## config.mk

```make
export PLATFORM = sky130hd
export DESIGN_NAME = d_grf_wport_arb
export DESIGN_NICKNAME = d
export VERILOG_FILES = /design/src/rtl/d_grf_wport_arb_pkg.sv /design/src/rtl/d_grf_hold_buf.sv /design/src/rtl/d_grf_wport_arb.sv
export SDC_FILE = /design/constraint.sdc
export NUM_CORES = 1
export LEC_CHECK = 0
export ABC_AREA = 0
export ABC_CLOCK_PERIOD_IN_PS = 1700
export BUFFER_PORTS_ARGS = -buffer_cell sky130_fd_sc_hd__clkbuf_2
export CAP_MARGIN = 20
export CORE_MARGIN = 3
export CORE_UTILIZATION = 43
export CTS_CLUSTER_DIAMETER = 80
export DETAILED_ROUTE_END_ITERATION = 12
export PLACE_DENSITY = 0.81
export SYNTH_ARGS = -nofsm -noshare
export SYNTH_HDL_FRONTEND = slang
export SYNTH_SLANG_ARGS = --single-unit
```

## constraint.sdc

```tcl
create_clock -name clk -period 1.7 [get_ports clk]
set_input_delay 0.255 -clock clk [delete_from_list [all_inputs] [get_ports clk]]
set_output_delay 0.255 -clock clk [all_outputs]
set_load 0.01 [all_outputs]
```

## src/rtl/d_grf_wport_arb_pkg.sv

```systemverilog
// d_grf_wport_arb_pkg: arbiter FSM encodings and the hard-wired zero register index.
package d_grf_wport_arb_pkg;
  localparam logic [1:0] ARB_IDLE  = 2'd0;
  localparam logic [1:0] ARB_WAIT  = 2'd1;
  localparam logic [1:0] ARB_FORCE = 2'd2;
  localparam logic [4:0] GRF_ZERO  = 5'd0;
endpackage

```

## src/rtl/d_grf_hold_buf.sv

```systemverilog
// d_grf_hold_buf: one-entry valid/addr/data/pc holding register with load and clear.
module d_grf_hold_buf #(
  parameter int ADDR_W = 5,
  parameter int DATA_W = 32
) (
  input  logic              clk,
  input  logic              reset,
  input  logic              load,
  input  logic              clear,
  input  logic [ADDR_W-1:0] in_a,
  input  logic [DATA_W-1:0] in_d,
  input  logic [31:0]       in_pc,
  output logic              v,
  output logic [ADDR_W-1:0] a,
  output logic [DATA_W-1:0] d,
  output logic [31:0]       pc
);
  always_ff @(posedge clk or negedge reset)
    if (!reset) begin
      v  <= 1'b0;
      a  <= '0;
      d  <= '0;
      pc <= '0;
    end else if (load) begin
      v  <= 1'b1;
      a  <= in_a;
      d  <= in_d;
      pc <= in_pc;
    end else if (clear) v <= 1'b0;
endmodule

```

## src/rtl/d_grf_wport_arb.sv

```systemverilog
// d_grf_wport_arb: GRF write-port arbiter, pipe writeback over a held aux write with starvation stall.
// Define GRF_TRACE_EN to print a write/kill trace.
module d_grf_wport_arb
  import d_grf_wport_arb_pkg::*;
#(
  parameter int STARVE_MAX = 4,
  parameter int ADDR_W     = 5,
  parameter int DATA_W     = 32
) (
  input  logic              clk,
  input  logic              reset,
  input  logic              pipe_we,
  input  logic [ADDR_W-1:0] pipe_a3,
  input  logic [DATA_W-1:0] pipe_wd,
  input  logic [31:0]       pipe_pc,
  input  logic              aux_valid,
  output logic              aux_ready,
  input  logic [ADDR_W-1:0] aux_a3,
  input  logic [DATA_W-1:0] aux_wd,
  input  logic [31:0]       aux_pc,
  output logic              aux_done,
  output logic              grf_we,
  output logic [ADDR_W-1:0] grf_a3,
  output logic [DATA_W-1:0] grf_wd,
  output logic [31:0]       grf_wpc,
  output logic              fwd_v,
  output logic [ADDR_W-1:0] fwd_a,
  output logic [DATA_W-1:0] fwd_d,
  output logic              stall_req
);
  localparam int CW = $clog2(STARVE_MAX + 1);
  logic [1:0] state, state_n;
  logic [CW-1:0] cnt, cnt_n;
  logic [31:0] hold_pc;
  logic pipe_v, accept, load, drop, kill, drain, clear, pipe_wins;
  d_grf_hold_buf #(.ADDR_W(ADDR_W), .DATA_W(DATA_W)) u_hold (
    .clk(clk), .reset(reset), .load(load), .clear(clear),
    .in_a(aux_a3), .in_d(aux_wd), .in_pc(aux_pc),
    .v(fwd_v), .a(fwd_a), .d(fwd_d), .pc(hold_pc)
  );
  assign pipe_v    = pipe_we && pipe_a3 != ADDR_W'(GRF_ZERO);
  assign aux_ready = ~fwd_v;
  assign accept    = aux_valid && aux_ready;
  assign load      = accept && aux_a3 != ADDR_W'(GRF_ZERO);
  assign drop      = accept && aux_a3 == ADDR_W'(GRF_ZERO);
  // A younger pipe write to the held register makes the held data stale.
  assign kill      = pipe_v && fwd_v && pipe_a3 == fwd_a;
  assign drain     = !pipe_v && fwd_v;
  assign clear     = kill || drain;
  assign pipe_wins = pipe_v && fwd_v && !kill;
  assign grf_we    = reset && (pipe_v || fwd_v);
  assign grf_a3    = pipe_v ? pipe_a3 : fwd_a;
  assign grf_wd    = pipe_v ? pipe_wd : fwd_d;
  assign grf_wpc   = pipe_v ? pipe_pc : hold_pc;
  always_comb begin
    state_n = state;
    cnt_n   = cnt;
    if (clear) begin
      state_n = ARB_IDLE;
      cnt_n   = '0;
    end else if (load) begin
      state_n = ARB_WAIT;
      cnt_n   = '0;
    end else if (pipe_wins) begin
      cnt_n   = (cnt == CW'(STARVE_MAX)) ? cnt : cnt + CW'(1);
      state_n = (state == ARB_WAIT && cnt == CW'(STARVE_MAX - 1)) ? ARB_FORCE : state;
    end
  end
  always_ff @(posedge clk or negedge reset)
    if (!reset) begin
      state     <= ARB_IDLE;
      cnt       <= '0;
      stall_req <= 1'b0;
      aux_done  <= 1'b0;
    end else begin
      state     <= state_n;
      cnt       <= cnt_n;
      stall_req <= state_n == ARB_FORCE;
      aux_done  <= clear || drop;
    end
`ifdef GRF_TRACE_EN
  always_ff @(posedge clk) begin
    if (grf_we && grf_a3 != ADDR_W'(GRF_ZERO))
      $display("%d@%h: $%d <= %h", $time, grf_wpc, grf_a3, grf_wd);
    if (reset && kill) $display("KILL $%d", pipe_a3);
  end
`endif
endmodule

```

# Word level (Yosys, flattened, before mapping)
# Cells that the tools add are included.
# Widths: inputs -> output; s select.
dict set report totals {
  register_bits 77
  out_inout_bits 111
}
dict set report classes {
  add_sub_neg 1
  n_eq_ne 6
  muxes 13
  bitwise 1
  reduce_logical 21
}
# cell n
set ops {}
lappend ops {{$mux 32} 2}
lappend ops {{$mux 3} 4}
lappend ops {{$logic_and 1x1->1} 10}
lappend ops {{$reduce_bool 5->1} 2}
lappend ops {{$mux 2} 4}
lappend ops {{$eq 5x5->1} 1}
lappend ops {{$logic_not 5->1} 1}
lappend ops {{$mux 5} 1}
lappend ops {{$add 3x1->3 const B} 1}
lappend ops {{$eq 3x2->1 const B} 1}
lappend ops {{$eq 3x3->1 const B} 1}
lappend ops {{$logic_or 1x1->1} 3}
lappend ops {{$ne 3x3->1 const B} 1}
lappend ops {{$reduce_bool 3->1} 1}
lappend ops {{$eq 2x1->1 const B} 1}
lappend ops {{$eq 2x2->1 const B} 1}
lappend ops {{$logic_not 1->1} 2}
lappend ops {{$mux 1} 2}
lappend ops {{$reduce_and 2->1} 1}
lappend ops {{$reduce_bool 2->1} 1}
lappend ops {{$not 1->1} 1}

# Longest topological paths before layout
# Gate-level depths: netlist of the first run.
dict set report logic_depth {
  ltp_word 10
  depth_mapped 7
}

# Modules after synthesis
# A second synthesis of the first run with hierarchy kept.
dict set report unflattened {
  cells_unflattened 289
  area_unflattened_um2 4277.9
}
# mod instances cells_per_inst area_per_inst_um2 seq_area_each_um2
set modules_own_cells {}
lappend modules_own_cells {d_grf_hold_buf 1 149 2950.3 1751.7}
lappend modules_own_cells {d_grf_wport_arb 1 140 1327.5 175.2}

# Worst setup path before layout of the first run
# Ideal clock, no wire load.
dict set report synth_timing {
  path_type {in2out}
  start {in pipe_a3[1]}
  end {out grf_wd[10]}
  arrival_time_ns 1.413
  required_time_ns 1.445
  setup_slack_ns 0.032
  path_stages 6
  cell_sequence {or4_4 -> o21a_4 -> buf_6 -> buf_6 -> nand2_1 -> nand2_1}
}
dict set report synth_between {
  elab_chain_len 3
}
# item line_no
set synth_rtl {}
lappend synth_rtl {{from (decl)} d_grf_wport_arb.sv:13} ;# input logic [ADDR_W-1:0] pipe_a3,
lappend synth_rtl {{$reduce_bool 5->1} d_grf_wport_arb.sv:41} ;# assign pipe_v = pipe_we && pipe_a3 != ADDR_W'(GRF_ZERO);
lappend synth_rtl {{$logic_and 1x1->1} d_grf_wport_arb.sv:41}
lappend synth_rtl {{$mux 32} d_grf_wport_arb.sv:53} ;# assign grf_wd = pipe_v ? pipe_wd : fwd_d;
lappend synth_rtl {{to (decl)} d_grf_wport_arb.sv:24} ;# output logic [DATA_W-1:0] grf_wd,
# Every way passes these cells.

# Final worst setup path of the first run
dict set report layout_timing {
  start {in pipe_a3[1]}
  end {out grf_wpc[7]}
}
dict set report layout_between {
  elab_chain_len 3
}
# item line_no
set layout_rtl {}
lappend layout_rtl {{$reduce_bool 5->1} d_grf_wport_arb.sv:41}
lappend layout_rtl {{$logic_and 1x1->1} d_grf_wport_arb.sv:41}
lappend layout_rtl {{$mux 32} d_grf_wport_arb.sv:54} ;# assign grf_wpc = pipe_v ? pipe_pc : hold_pc;
lappend layout_rtl {{to (decl)} d_grf_wport_arb.sv:25} ;# output logic [31:0] grf_wpc,
# Every way passes these cells.

==> run metrics, run 1 <==
final hold vios=0; CTS tree=done; Core ar.=a little under 9000 um^2; Hold Startpoint=aux_wd[12]; total power=around 6.6 mW; failing checks=negative setup slack; Synth Area per Inst=7.12 um^2; Final Worst Setup Slack=-0.234 ns; area of the multi-input gates=around 2000 um^2; synthesized cell area=3990 um^2; critical path type=input port to primary output; GR Overflow Total=0; asr flop ratio synth=100%; Die Wd=102 um; TritonCTS buffer count=9; final worst path period share=114%; main area contributors after synthesis=dfrtp_1, nand2_1, buf_6; R2R Setup Slk=about 0.16 ns; Die Ht=roughly 100 um; fin crit period=about 1.9 ns; sequential share of power=40.8%; DP Wirelength=9.27 mm; crit-path max FO=14; Max Cap Violations=0; vias in the first global route=4113; register area share after synthesis=48.4%; Netlist cell types=29; clk_skew=0.0116 ns; syn nets=705; num rows=34; clk sinks=77; initial antenna violation count=0; port bufs=252; cells after synthesis=560; Gate power share=35.6%; vias=4567; antenna-violating nets left=0; peak supply drop=0.000628 V; Placed Cells incl. Taps=905; Fmax=517 MHz; CTS max path bufs=2; Layout Nets=between 900 and 1000; via/cell ratio=between 4 and 5; count of pins over their slew limit=0; first-iteration detailed-routing DRC count=between 100 and 150; setup violators final=70; synth-to-layout area growth=50.5%; R2R depth=5; warnings from Yosys=0; Worst-Margin Slew=0.976 ns; Avg WL per Cell=14.0 um; hold depth=3; CTS Root Cell=clkbuf_8; R2R Path Start=u_hold.v; Post-synth EDFFs=0; P_leak=3.69 nW; post-layout util=67.8%; Yosys top cell by area=dfrtp_1; Net Switching=2.34 mW; Power Dens Cells=1100 nW/um^2; Layout Cells excl Fill=just over 900; CP Data Arrival Time=1.68 ns; CP startpoint kind=input port; Hold WC Path Type=input port to flip-flop; die area=10500 um^2; RR Endpoint=u_hold.pc[13]; Worst Setup End Kind=primary output; Filler cells=731; Worst-path clk slew=0.08 ns; final RePlAce weighted congestion=0.839; unrepaired setup endpoints after global routing=yes; WP data required=1.44 ns; Worst slew margin=34.9%; first-pass GRT wire length=18.6 mm; clock power share=23.6%; internal power=4.24 mW; Synth Register Bits=77; n_diodes=0; drt total wl=13.0 mm; largest net degree at the start of global routing=between 70 and 80; Pre-Repair DR Iteration Count=5; FF/Latch Area=approximately 1900 um^2; pre-CTS WS=-0.262 ns; switching share of power=a little over a third; Hold Path End=u_hold.d[12]; fraction of layout cells with a size suffix above 1=approximately 40%; Initial Util=a little under half; drc violations=0; Tot GR Track Use=22.3%; H-tree levels=3; IO Pins=about 250; Yosys top cell area share=roughly 48%; Skew-Pair Late Insertion Delay=0.34 ns; status=finished, violations left; dominant synthesized flop cell=dfrtp_1; hold_buf cts=0
-- worst max-delay path: stages --
cell and delay [ns]:
buf_8 0.10, or4_4 0.56, o21ai_4 0.17, buf_6 0.16, clkbuf_16 0.17, nand2_1 0.06
nand2_1 0.07, buf_2 0.13
-- layout by cell type, fill, tap and decap left out, drive strengths merged --
cell      netlist  routed
buf            16      54
nand3b          2       2
and3            1       1
ha              3       3
o22a            2       2
o21a            1       1
and2            1       1
a22o            1       1
mux2            3       3
bufinv          0       2
a41o            1       1
clkinvlp        0       1
inv             5       5
dfrtp          77      77
o22ai           1       1
or4             1       1
clkbuf         14     236
nand2         410     410
a31oi           1       1
xnor2           5       5
a21boi          1       1
a21oi           3       3
a32o            1       1
o21ai           3       3
nor3            2       2
o211ai          1       1
nor2            2       2
nand3           2       2
-- layout make-up --
type                    count  area share (%)
clock buffers              13            2.65
repair buffers            277            28.2
flip-flops and latches     77            32.1
inverters                   5           0.313
multi-input cells         448            33.3
well taps                 108            2.25
clock inverters             3            1.13
-- layer usage --
layer	global-route usage (%)	wire length, um
met5	0	0
met4	7.37	203
met3	4.44	867
met2	40.3	6750
met1	26.4	5200
-- cell usage after synthesis (2+ instances only) --
cell type    n
nand3b_1     2
nand2_1    410
o22a_1       2
xnor2_1      5
nand3_1      2
nor2_1       2
ha_1         3
mux2_2       3
clkbuf_1    14
buf_2        9
buf_6        7
nor3_1       2
inv_1        4
o21ai_2      2
dfrtp_1     77
a21oi_1      3
-- timing repair --
action | 4_1_cts | 5_1_grt
pin swaps | 0 | 18
resized for setup | 1 | 82
gates cloned | 1 | 3
endpoints found under the setup margin | 70 | 70
buffers inserted | 3 | 3
-- power by group through the flow --
stage	Combinational [mW]	Sequential [mW]	Clock (mW)
CTS	2.20	2.63	1.58
global placement	2.11	2.64	0
finish	2.34	2.68	1.56
floorplan	1.08	2.71	0
global route	2.60	2.74	1.68
detailed placement	2.18	2.66	0
-- cell families after synthesis --
family	Yosys count	share of synthesized area (%)
xor+xnor	5	1.10
flops	77	48.4
fa+ha+maj	3	0.942
compound gates	16	3.58
mux	3	0.848
buf+inv	35	4.90
simple gates	421	40.3
-- state kept, by name, summed over array words and instances (netlist names) --
name / cells
u_hold.d: 32
u_hold.pc: 32
u_hold.a: 5
cnt: 3
state: 2
aux_done: 1
stall_req: 1
u_hold.v: 1
-- worst max-delay path by stage --
| stage | start | endpoint | slack, ns | cells after the start |
|---|---|---|---|---|
| 2_1_floorplan | pipe_a3[1] | grf_wd[10] | 0.03 | 6 |
| 3_3_place_gp | pipe_a3[1] | grf_wpc[19] | -0.24 | 7 |
| 3_5_place_dp | pipe_a3[1] | grf_wpc[19] | -0.26 | 7 |
| 4_1_cts | pipe_a3[1] | grf_wpc[8] | -0.22 | 8 |
| 5_1_grt | pipe_a3[1] | grf_wpc[7] | -0.29 | 8 |
| 6_report | pipe_a3[1] | grf_wpc[7] | -0.23 | 8 |
-- per-stage QoR --
step	setup TNS [ns]	cell area [um^2]	hold slack [ns]
2_1_floorplan	0	3990	-0.0406
3_3_place_gp	-12.22	5420	0.445
3_5_place_dp	-14.77	5420	0.450
4_1_cts	-13.31	5700	0.0800
5_1_grt	-17.61	6000	0.0804
6_report	-13.91	6000	0.0996
Power figures use the tool's default switching activity.
==> run 2: changes to the inputs <==
--- a/config.mk
+++ b/config.mk
@@ -14,6 +14,7 @@
 export CTS_CLUSTER_DIAMETER = 80
 export DETAILED_ROUTE_END_ITERATION = 12
 export PLACE_DENSITY = 0.81
+export RECOVER_POWER = 100
 export SYNTH_ARGS = -nofsm -noshare
 export SYNTH_HDL_FRONTEND = slang
 export SYNTH_SLANG_ARGS = --single-unit
==> constraint.sdc (replaced) <==
create_clock -name clk -period 1.7 [get_ports clk]
set_input_delay 0.085 -clock clk [delete_from_list [all_inputs] [get_ports clk]]
set_output_delay 0.085 -clock clk [all_outputs]
set_load 0.01 [all_outputs]
==> run 2 against run 1 <==
Net effect: the flow now finishes without violations; maximum frequency increased by 18%; worst setup slack gained 0.30 ns; die area is the same; core utilization rose by 1.7 points; design area increased by 2.5%; via count grew 5.1%; highest routed layer unchanged.
==> run metrics, run 2 (synthesis results as in run 1) <==
unrepaired setup endpoints after global routing=no; count of pins over their slew limit=0; fraction of layout cells with a size suffix above 1=between 20% and 30%; slowest CP cell=or4_4; Placed Area=around 5400 um^2; R2R depth=5; CTS max path bufs=2; fin area=between 6000 and 7000 um^2; total power=6.44 mW; port bufs=252; Core ar.=8850 um^2; clk_skew=0.0176 ns; final worst path period share=96.1%; Power Dens Cells=roughly 1000 nW/um^2; most frequent CP cell=nand2_1; Fmax=612 MHz; Avg WL per Cell=13.8 um; vias in the first global route=~4800; Worst-path clk slew=~0.07 ns; commonest non-fill, non-tap cell in the layout=nand2_1; R2R Setup Slk=approximately 0.14 ns; Hold Path End=aux_done; Die Ht=102 um; post-layout util=69.5%; Hold WC Path Type=input port to flip-flop; R2R Path Start=u_hold.a[2]; via/cell ratio=4.87; pre-CTS WS=0.0994 ns; Layout Cells excl Fill=slightly below 1000; Final Worst Setup Slack=0.0662 ns; Worst Setup End Kind=primary output; Worst-Margin Slew=1.02 ns; Hold Startpoint=aux_valid; synth-to-layout area growth=54.2%; most frequent cells in the layout=nand2_1, clkbuf_2, clkbuf_1, dfrtp_1, dlygate4sd3_1; Worst slew margin=31.8%; P_leak=3.47 nW; die area=10500 um^2; IO Pins=253; crit-path max FO=27; initial antenna violation count=0; CP Cell Sequence=clkbuf_2 > or4_4 > o21ai_4 > buf_6 > nand2_1 > nand2_1 > clkbuf_1; CP startpoint kind=input port; Layout Nets=1018; peak supply drop=0.000707 V; RR Endpoint=stall_req; CTS tree=done; clk sinks=77; biggest regs=u_hold.d (32), u_hold.pc (32), u_hold.a (5); Max Cap Violations=0; Skew-Pair Late Insertion Delay=0.34 ns; drt total wl=approximately 14 mm; WP data required=~1.6 ns; setup violators final=0; CP max stage delay=0.57 ns; antenna-violating nets left=0; TritonCTS buffer count=9; first-pass GRT wire length=approximately 21 mm; drc violations=0; WHS=approximately 0.056 ns; Tot GR Track Use=around a quarter; vias=4799; hold depth=2; Die Wd=102 um; final RePlAce weighted congestion=between 0.8 and 0.9; num rows=34; first-iteration detailed-routing DRC count=approximately 190; CTS Root Cell=clkbuf_8; Filler cells=762; post-CTS setup buffers=0; Placed Cells incl. Taps=900; DP Wirelength=9.11 mm; GR Overflow Total=0; n_diodes=0; Pre-Repair DR Iteration Count=4; critical path type=input port to primary output; setup TNS=0 ns; fin crit period=~1.6 ns; largest net degree at the start of global routing=78; status=complete, no violations; H-tree levels=3; CP Data Arrival Time=1.55 ns; final hold vios=0; Initial Util=45.0%
## run 2: critical path, delay by kind of cell
family / cells / cell delay (ns)
AND/OR/NAND/NOR: 3 / 0.74
buffers and inverters: 3 / 0.51
AO/OA/AOI/OAI: 1 / 0.19
## run 2: where the power goes
| part | switching [mW] | internal, mW | total [mW] |
|---|---|---|---|
| clock | 0.635 | 1.02 | 1.65 |
| sequential | 0.346 | 2.29 | 2.64 |
| combinational | 1.28 | 0.867 | 2.15 |
| total | 2.26 | 4.17 | 6.44 |
## run 2: layout make-up
cell class	count	area, um^2	area share [%]
Multi-Input combinational cell	448	1870	30.4
Clock buffer	12	145	2.36
Inverter	5	18.8	0.305
Tap cell	108	135	2.20
Clock inverter	4	95.1	1.55
Sequential cell	77	1930	31.4
Timing Repair Buffer	332	1960	31.9
## run 2: how the worst max path moves through the flow
stage	from	end	slack, ns	depth (start not counted)
global placement	pipe_a3[1]	grf_wpc[14]	0.14	7
finish	pipe_a3[1]	grf_wpc[6]	0.07	7
floorplan	u_hold.v	cnt[0]	0.06	6
global route	pipe_a3[1]	grf_wpc[1]	0.01	7
CTS	aux_a3[3]	u_hold.pc[4]	0.06	8
detailed placement	pipe_a3[1]	grf_wpc[14]	0.1	7
## run 2: timing repair
item                                   4_1_cts  5_1_grt
hold buffers                                70        0
endpoints found under the hold margin      146        0
setup endpoints to repair                    0       36
resized for setup                            0        4
## run 2: per-layer routing
layer,vias up,track usage (%),wire length (um)
met5,-,0,0
met2,232,46.0,6940
met1,2210,28.6,5280
met4,0,11.4,437
li1,2319,-,-
met3,38,5.26,992
